File: src/rtl/imm_encoder_if.sv
// rtl/imm_encoder_if.sv - request/result bundle for the immediate encoder
interface imm_encoder_if;
    logic        start;
    logic [31:0] Value;
    logic [1:0]  ImmSrc;
    logic        busy;
    logic        done;
    logic        ok;
    logic [23:0] Instr;

    modport master (output start, Value, ImmSrc, input busy, done, ok, Instr);
    modport slave  (input start, Value, ImmSrc, output busy, done, ok, Instr);
endinterface

File: src/rtl/imm_encoder.sv
// rtl/imm_encoder.sv - encodes a 32-bit constant into an imm8/imm12/imm24 instruction field
// Optional feature macro: IMM_ENC_ROT_IMM_EN (rotation search r=0..15 for ImmSrc=00)
module imm_encoder (
    input  logic         clk,
    input  logic         reset_n,
    imm_encoder_if.slave bus
);
    typedef enum logic {IDLE, SEARCH} state_t;

`ifdef IMM_ENC_ROT_IMM_EN
    localparam logic [3:0] LAST_R = 4'd15;
`else
    localparam logic [3:0] LAST_R = 4'd0;
`endif

    state_t      state_q, state_d;
    logic [31:0] val_q;
    logic [1:0]  src_q;
    logic [3:0]  r_q;
    logic        done_q, ok_q;
    logic [23:0] instr_q;

    logic        resolve;
    logic        res_ok;
    logic [23:0] res_instr;
    logic [4:0]  sh;
    logic [31:0] cand;

    // Candidate is the captured value rotated left by 2*r
    assign sh   = {r_q, 1'b0};
    assign cand = (val_q << sh) | (val_q >> (6'd32 - {1'b0, sh}));

    always_comb begin
        state_d   = state_q;
        resolve   = 1'b0;
        res_ok    = 1'b0;
        res_instr = 24'h000000;
        case (state_q)
            IDLE: begin
                if (bus.start) state_d = SEARCH;
            end
            SEARCH: begin
                case (src_q)
                    2'b00: begin
                        if (cand[31:8] == 24'h000000) begin
                            resolve = 1'b1;
                            res_ok  = 1'b1;
`ifdef IMM_ENC_ROT_IMM_EN
                            res_instr = {12'h000, r_q, cand[7:0]};
`else
                            res_instr = {12'h000, 4'h0, cand[7:0]};
`endif
                        end else if (r_q == LAST_R) begin
                            resolve = 1'b1;
                        end
                    end
                    2'b01: begin
                        resolve = 1'b1;
                        if (val_q[31:12] == 20'h00000) begin
                            res_ok    = 1'b1;
                            res_instr = {12'h000, val_q[11:0]};
                        end
                    end
                    2'b10: begin
                        resolve = 1'b1;
                        if (val_q[1:0] == 2'b00 &&
                            (val_q[31:25] == 7'h00 || val_q[31:25] == 7'h7f)) begin
                            res_ok    = 1'b1;
                            res_instr = val_q[25:2];
                        end
                    end
                    default: resolve = 1'b1;
                endcase
                if (resolve) state_d = IDLE;
            end
            default: state_d = IDLE;
        endcase
    end

    always_ff @(posedge clk or negedge reset_n) begin
        if (!reset_n) begin
            state_q <= IDLE;
            val_q   <= 32'h0;
            src_q   <= 2'b00;
            r_q     <= 4'h0;
            done_q  <= 1'b0;
            ok_q    <= 1'b0;
            instr_q <= 24'h000000;
        end else begin
            state_q <= state_d;
            done_q  <= resolve;
            if (state_q == IDLE && bus.start) begin
                val_q <= bus.Value;
                src_q <= bus.ImmSrc;
                r_q   <= 4'h0;
            end else if (state_q == SEARCH && !resolve && r_q != 4'hf) begin
                r_q <= r_q + 4'h1;
            end
            // Result registers hold until the next resolve, not cleared by start
            if (resolve) begin
                ok_q    <= res_ok;
                instr_q <= res_instr;
            end
        end
    end

    assign bus.busy  = (state_q == SEARCH);
    assign bus.done  = done_q;
    assign bus.ok    = ok_q;
    assign bus.Instr = instr_q;
endmodule
File: src/flat_wrapper.sv
// flat-port wrapper written by rule: the top's interface ports become plain ports
module imm_encoder_flat 
  (clk, reset_n, bus_start, bus_Value, bus_ImmSrc, bus_busy, bus_done, bus_ok, bus_Instr);
  imm_encoder_if bus_i ();
  input  logic clk;
  input  logic reset_n;
  input wire logic [$bits(bus_i.start)-1:0] bus_start;
  input wire logic [$bits(bus_i.Value)-1:0] bus_Value;
  input wire logic [$bits(bus_i.ImmSrc)-1:0] bus_ImmSrc;
  output wire logic [$bits(bus_i.busy)-1:0] bus_busy;
  output wire logic [$bits(bus_i.done)-1:0] bus_done;
  output wire logic [$bits(bus_i.ok)-1:0] bus_ok;
  output wire logic [$bits(bus_i.Instr)-1:0] bus_Instr;
  assign bus_i.start = bus_start;
  assign bus_i.Value = bus_Value;
  assign bus_i.ImmSrc = bus_ImmSrc;
  assign bus_busy = bus_i.busy;
  assign bus_done = bus_i.done;
  assign bus_ok = bus_i.ok;
  assign bus_Instr = bus_i.Instr;
  imm_encoder u_core (.clk(clk), .reset_n(reset_n), .bus(bus_i));
endmodule
File: config.mk
export PLATFORM = sky130hd
export DESIGN_NAME = imm_encoder_flat
export DESIGN_NICKNAME = d
export VERILOG_FILES = /design/src/rtl/imm_encoder_if.sv /design/src/rtl/imm_encoder.sv /design/src/flat_wrapper.sv
export SDC_FILE = /design/constraint.sdc
export NUM_CORES = 1
export LEC_CHECK = 0
export BUFFER_PORTS_ARGS = -buffer_cell sky130_fd_sc_hd__buf_4
export CAP_MARGIN = 20
export CORE_MARGIN = 5
export CORE_UTILIZATION = 55
export CTS_CLUSTER_SIZE = 40
export DETAILED_ROUTE_END_ITERATION = 16
export PLACE_DENSITY = 0.84
export SYNTH_ARGS = -nofsm -noshare
export SYNTH_HDL_FRONTEND = slang
export SYNTH_SLANG_ARGS = --single-unit
File: constraint.sdc
create_clock -name clk -period 7.3 [get_ports clk]
set_input_delay 0.73 -clock clk [delete_from_list [all_inputs] [get_ports clk]]
set_output_delay 0.73 -clock clk [all_outputs]
set_load 0.02 [all_outputs]
==> impl_metrics.py, run 1 <==
metrics = {
    "grt": {
        "grt_usage_pct": 25.1,
        "antenna_found_initial": 0,
        "grt_pass1_vias": 4195,
        "grt_pass1_wl_mm": 22.3,
        "grt_max_degree": 84,
        "grt_overflow": 0,
    },
    "floorplanning": {
        "core_um2": 8760,
        "fp-row-count": 34,
        "die_h_um": 105,
        "io_pins": 64,
        "dieArea_um2": 11000,
        "die_x_um": 105,
        "start_util_pct": 56.7,
    },
    "power_and_ir_drop": {
        "power_mw": 1.10,
        "sequentialPowerShare_pct": 44.9,
        "internal_power_uw": 728,
        "power_frac_clock_pct": 31.2,
        "pwr-share-comb_pct": 23.9,
        "swShare_pct": 34.0,
        "cellPowerDensity_nw_per_um2": 197,
        "power.net_switching_uw": 376,
        "cellLeakagePower_nw": 2.20,
        "peakVddDrop_uv": 93.6,
    },
    "clock_network": {
        "numCtsBuffers": 9,
        "post_cts_buffers": 0,
        "hold_buffers": 0,
        "post_cts_resized": 0,
        "cts_root_buf": "clkbuf_8",
        "htreeDepth": 3,
        "cts.sinks": 65,
        "insertion_delay_ps": 360,
        "clock_path_buffers": 2,
        "cts_tree": "built",
        "clk_pin_slew_ps": 80,
    },
    "timing": {
        "drv_slew": 0,
        "min_period_ps": 5060,
        "clock.fmax_mhz": 198,
        "period_share_pct": 69.3,
        "skew_ps": 12.5,
        "final.setup.tns_ps": 0,
        "rsz0062_at_grt": "false",
        "worstMarginPinSlew_ps": 996,
        "setup_violations": 0,
        "relSlewSlack_pct": 33.6,
        "hold_viol": 0,
        "holdWs_ps": 451,
    },
    "setup_path": {
        "crit_required_ps": 7570,
        "crit_fanout": 33,
        "critPathCaptureType": "flop",
        "slowest_stage": "dfrtp_1",
        "critPathBufInv": 3,
        "max_stage_delay_ps": 830,
        "crit_chain": "inv_1 -> ha_1 -> buf_4 -> mux4_2 -> or2_1 -> o32ai_1 -> a31o_1 -> o2111ai_1 -> or4_1 -> a21boi_4 -> buf_16 -> nor2_1 -> a31oi_1",
        "arrival_ps": 5330,
        "worstSetupPathType": "reg -> reg",
        "start_kind": "flop",
        "critical-path-top-delay-family": "compound AO/OA/AOI/OAI gates",
    },
    "synthesis": {
        "syn-num-nets": 558,
        "seq_area_frac_synth_pct": 32.7,
        "yosysWarningCount": 0,
        "async_flop_share_pct": 100,
        "syn_inst": 519,
        "synth_cell_type_count": 68,
        "ys_ff_latch": 65,
        "syn_area_um2": 4970,
        "synth_edf_count": 0,
        "ys.flop_type": "dfrtp_1",
        "postSynthAreaPerCell_um2": 9.57,
    },
    "finish": {
        "diodes": 0,
        "nets": 588,
        "fillers": 738,
        "drive_gt1_share_pct": 28.8,
        "fin_area_um2": 5620,
        "final_common_cell": "buf_4",
        "seq_area_um2": 1630,
        "area_growth_pct": 13.0,
        "multi_input_area_um2": 2980,
        "layout_common_cells": "buf_4, dfrtp_1, nor2_1, nand2_1, mux2_2",
        "fin_cells": 661,
    },
    "flow_run": {
        "cap_violations": 0,
    },
    "run_status": {
        "status": "complete, no violations",
    },
    "placement": {
        "place_area_um2": 5350,
        "dp_hpwl_mm": 9.74,
        "dp_cells": 644,
        "gp_congestion": 0.905,
        "port_buffers": 63,
    },
    "detailed_routing": {
        "first_iter_violations": 369,
        "wl_mm": 13.8,
        "vias_per_cell": 6.66,
        "drtAntennaViolNets": 0,
        "vias": 4403,
        "wl_per_cell_um": 21.0,
        "drc": 0,
        "first_pass_iters": 6,
    },
    "min_path": {
        "hold_path_class": "in -> async",
    },
}
==> sequential cells by signal, indices dropped and copies added (netlist names) <==
name,count
u_core.val_q,32
u_core.bus.Instr,24
u_core.bus.busy,1
u_core.r_q,4
u_core.bus.ok,1
u_core.bus.done,1
u_core.src_q,2
==> final timing paths <==
path,startpoint,to,slack (ps),cells past startpoint
min reg2reg,u_core.bus.Instr[11],u_core.bus.Instr[11],530,2
max reg2reg,u_core.r_q[1],u_core.bus.Instr[1],2240,13
min,reset_n,u_core.bus.Instr[19],450,1
max in group asynchronous,reset_n,u_core.r_q[0],6250,1
min in group clk,u_core.bus.Instr[11],u_core.bus.Instr[11],530,2
max,u_core.r_q[1],u_core.bus.Instr[1],2240,13
==> metal layers <==
| metal | global-route usage [%] | wire length (um) | vias up |
|---|---|---|---|
| met5 | 0 | 0 | - |
| met1 | 34.5 | 5670 | 2104 |
| li1 | - | - | 2010 |
| met4 | 10.0 | 425 | 0 |
| met3 | 3.95 | 1150 | 35 |
| met2 | 39.7 | 6600 | 254 |
==> cell usage after synthesis (all sizes together), types with 2 or more instances <==
master   count  area share (%)
inv         23             1.7
nor3b        3            0.55
a32oi        4            0.71
o31ai        6            0.91
nand4        4            0.50
nor3        22             2.6
mux4        30              14
a21o         3            0.45
mux2i       18             3.6
mux2        33             7.5
or3          2            0.25
a211oi       2            0.30
a221oi       2            0.35
a21oi       30             3.3
o211ai       6            0.91
a211o        3            0.53
o22ai        3            0.38
and4b        2            0.40
dfrtp       65              33
a31oi       11             1.4
buf         23             3.4
and3         4            0.50
o31a         3            0.53
nor2        44             3.3
clkbuf      29             2.2
nand2       36             2.7
nor2b        4            0.50
nand2b       3            0.38
nand3       25             2.5
or2          3            0.38
ha           2            0.50
a22o         3            0.53
nor4         5            0.63
a22oi       12             1.8
a2111oi      2            0.50
o21ai       30             3.0
==> power groups by stage <==
stage,clock network [mW],logic (mW),registers [mW]
2_1_floorplan,0,0.198,0.454
3_3_place_gp,0,0.251,0.497
3_5_place_dp,0,0.258,0.499
4_1_cts,0.349,0.259,0.492
5_1_grt,0.361,0.289,0.501
6_report,0.345,0.264,0.495
==> logic make-up (layout without fill, tap and decap cells) <==
kind of cell | after synthesis | in the layout | synth area share [%]
AO/OA/AOI/OAI | 132 | 132 | 18.0
buffers and inverters | 76 | 110 | 7.43
flip-flops | 65 | 65 | 32.7
multiplexers | 81 | 81 | 25.0
XOR/XNOR | 2 | 2 | 0.353
AND/OR/NAND/NOR | 161 | 161 | 15.9
adder cells (fa/ha/maj) | 2 | 2 | 0.504
==> through the flow <==
stage / setup WS, ps / util [%]
2_1_floorplan: 3620 / -
3_3_place_gp: 2220 / 61.1
3_5_place_dp: 1950 / 61.1
4_1_cts: 1880 / 63.5
5_1_grt: 1920 / 64.1
6_report: 2240 / 64.1
==> final cells by class <==
| type | instances | area share [%] |
|---|---|---|
| inverters | 24 | 1.60 |
| multi-input cells | 378 | 53.1 |
| repair buffers | 71 | 10.1 |
| well taps | 108 | 2.41 |
| clock buffers | 9 | 2.21 |
| clock inverters | 6 | 1.65 |
| flip-flops and latches | 65 | 29.0 |
(Power assumes the default switching activity.)
==> inputs of run 2 (changes only) <==
==> constraint.sdc (replaced) <==
create_clock -name clk -period 5.09 [get_ports clk]
set_input_delay 0.509 -clock clk [delete_from_list [all_inputs] [get_ports clk]]
set_output_delay 0.509 -clock clk [all_outputs]
set_load 0.02 [all_outputs]
==> run 2 against run 1 <==
Effect of this change: setup slack worse by 1400 ps; first-iteration DRC count grew 11%; non-clock buffer count rose by 2; highest routed layer unchanged.
==> impl_metrics.py, run 2 (same netlist as run 1, synthesis figures left out) <==
metrics = {
    "run_status": {
        "status": "complete, no violations",
    },
    "setup_path": {
        "crit_fanout": 83,
        "reg2reg_from": "u_core.r_q[0]",
        "crit_required_ps": 5360,
        "timing.rr.end": "u_core.bus.Instr[15]",
        "critPathCaptureType": "flop",
        "r2r_cells": 10,
        "reg2reg_slack_ps": 790,
        "start_kind": "flop",
        "worstSetupPathType": "reg -> reg",
        "arrival_ps": 4570,
        "crit_start": "u_core.r_q[0]",
    },
    "clock_network": {
        "post_cts_resized": 0,
        "cts.sinks": 65,
        "cts_root_buf": "clkbuf_8",
        "clk_pin_slew_ps": 70,
        "htreeDepth": 3,
        "clock_path_buffers": 2,
        "numCtsBuffers": 9,
        "post_cts_buffers": 0,
        "cts_tree": "built",
        "hold_buffers": 0,
        "insertion_delay_ps": 350,
    },
    "finish": {
        "diodes": 0,
        "fin_util_pct": 63.6,
        "layout_common_cells": "buf_4, dfrtp_1, nor2_1, nand2_1, mux2_2",
        "largest_reg_flops": 32,
        "seq_area_um2": 1630,
        "drive_gt1_share_pct": 28.6,
        "nets": 590,
        "fin_cells": 663,
        "area_growth_pct": 12.1,
        "fillers": 737,
        "multi_input_area_um2": 2980,
        "final_common_cell": "buf_4",
        "top_register": "u_core.val_q",
    },
    "detailed_routing": {
        "drtAntennaViolNets": 0,
        "wl_mm": 13.9,
        "vias": 4460,
        "first_iter_violations": 409,
        "first_pass_iters": 7,
        "drc": 0,
        "vias_per_cell": 6.73,
        "wl_per_cell_um": 21.0,
    },
    "placement": {
        "gp_congestion": 1.05,
        "port_buffers": 63,
        "dp_hpwl_mm": 9.85,
        "dp_cells": 647,
    },
    "flow_run": {
        "cap_violations": 0,
    },
    "timing": {
        "clock.fmax_mhz": 233,
        "setup_violations": 0,
        "skew_ps": 8.55,
        "period_share_pct": 84.4,
        "final.setup.tns_ps": 0,
        "worstMarginPinSlew_ps": 988,
        "relSlewSlack_pct": 34.1,
        "rsz0062_at_grt": "false",
        "holdWs_ps": 259,
        "min_period_ps": 4300,
        "drv_slew": 0,
        "hold_viol": 0,
    },
    "grt": {
        "grt_pass1_vias": 4262,
        "grt_usage_pct": 25.0,
        "grt_overflow": 0,
        "antenna_found_initial": 0,
        "grt_pass1_wl_mm": 22.4,
        "grt_max_degree": 84,
    },
    "power_and_ir_drop": {
        "peakVddDrop_uv": 196,
        "cellPowerDensity_nw_per_um2": 269,
        "cellLeakagePower_nw": 2.19,
    },
    "floorplanning": {
        "io_pins": 64,
        "die_x_um": 105,
        "start_util_pct": 56.7,
        "dieArea_um2": 11000,
        "core_um2": 8760,
        "die_h_um": 105,
        "fp-row-count": 34,
    },
    "min_path": {
        "hold_path_class": "in -> async",
    },
}
## run 2: worst max-delay path by stage
stage	to	slack, ps
floorplan	u_core.bus.busy	1410
global placement	u_core.bus.Instr[14]	940
detailed placement	u_core.bus.Instr[15]	900
CTS	u_core.bus.Instr[15]	860
global route	u_core.bus.Instr[15]	460
finish	u_core.bus.Instr[15]	790
## run 2: layer usage
layer  GRT usage [%]  vias to the layer above  part of all wire, %
met5               0                        -                    0
met4            6.76                        0                  2.2
met3            7.27                       35                   10
met2            39.6                      255                   47
met1            33.6                     2156                   40
li1                -                     2014                    -
## run 2: metrics by stage
step           power, mW  worst slack (ps)  area [um^2]
5_1_grt             1.58               462         5570
4_1_cts             1.50               858         5550
2_1_floorplan      0.935              1410         4970
3_5_place_dp        1.08               897         5370
6_report            1.50               793         5570
3_3_place_gp        1.07               944         5370
## run 2: critical path, cell delays in order, from the launching register on
cell and delay [ps]:
dfrtp_2 360, buf_4 760, mux4_2 620, or2_1 290, o311ai_1 400, o31ai_1 140, or4_1 710, a21boi_4 190
buf_4 420, nand3_1 150, o21ai_1 120
## run 2: final cells by class
class	instances	area share [%]
multi-input cells	378	53.5
flip-flops and latches	65	29.2
well taps	108	2.43
clock inverters	4	0.809
inverters	24	1.62
clock buffers	11	2.36
repair buffers	73	10.1
## run 2: power by group
group          internal [mW]  leakage [nW]  switching [mW]  total, mW
Combinational          0.193          1.29           0.179      0.372
Sequential             0.574         0.804           0.137      0.711
Clock                  0.221        0.0929           0.195      0.417
Total                  0.988          2.19           0.512       1.50
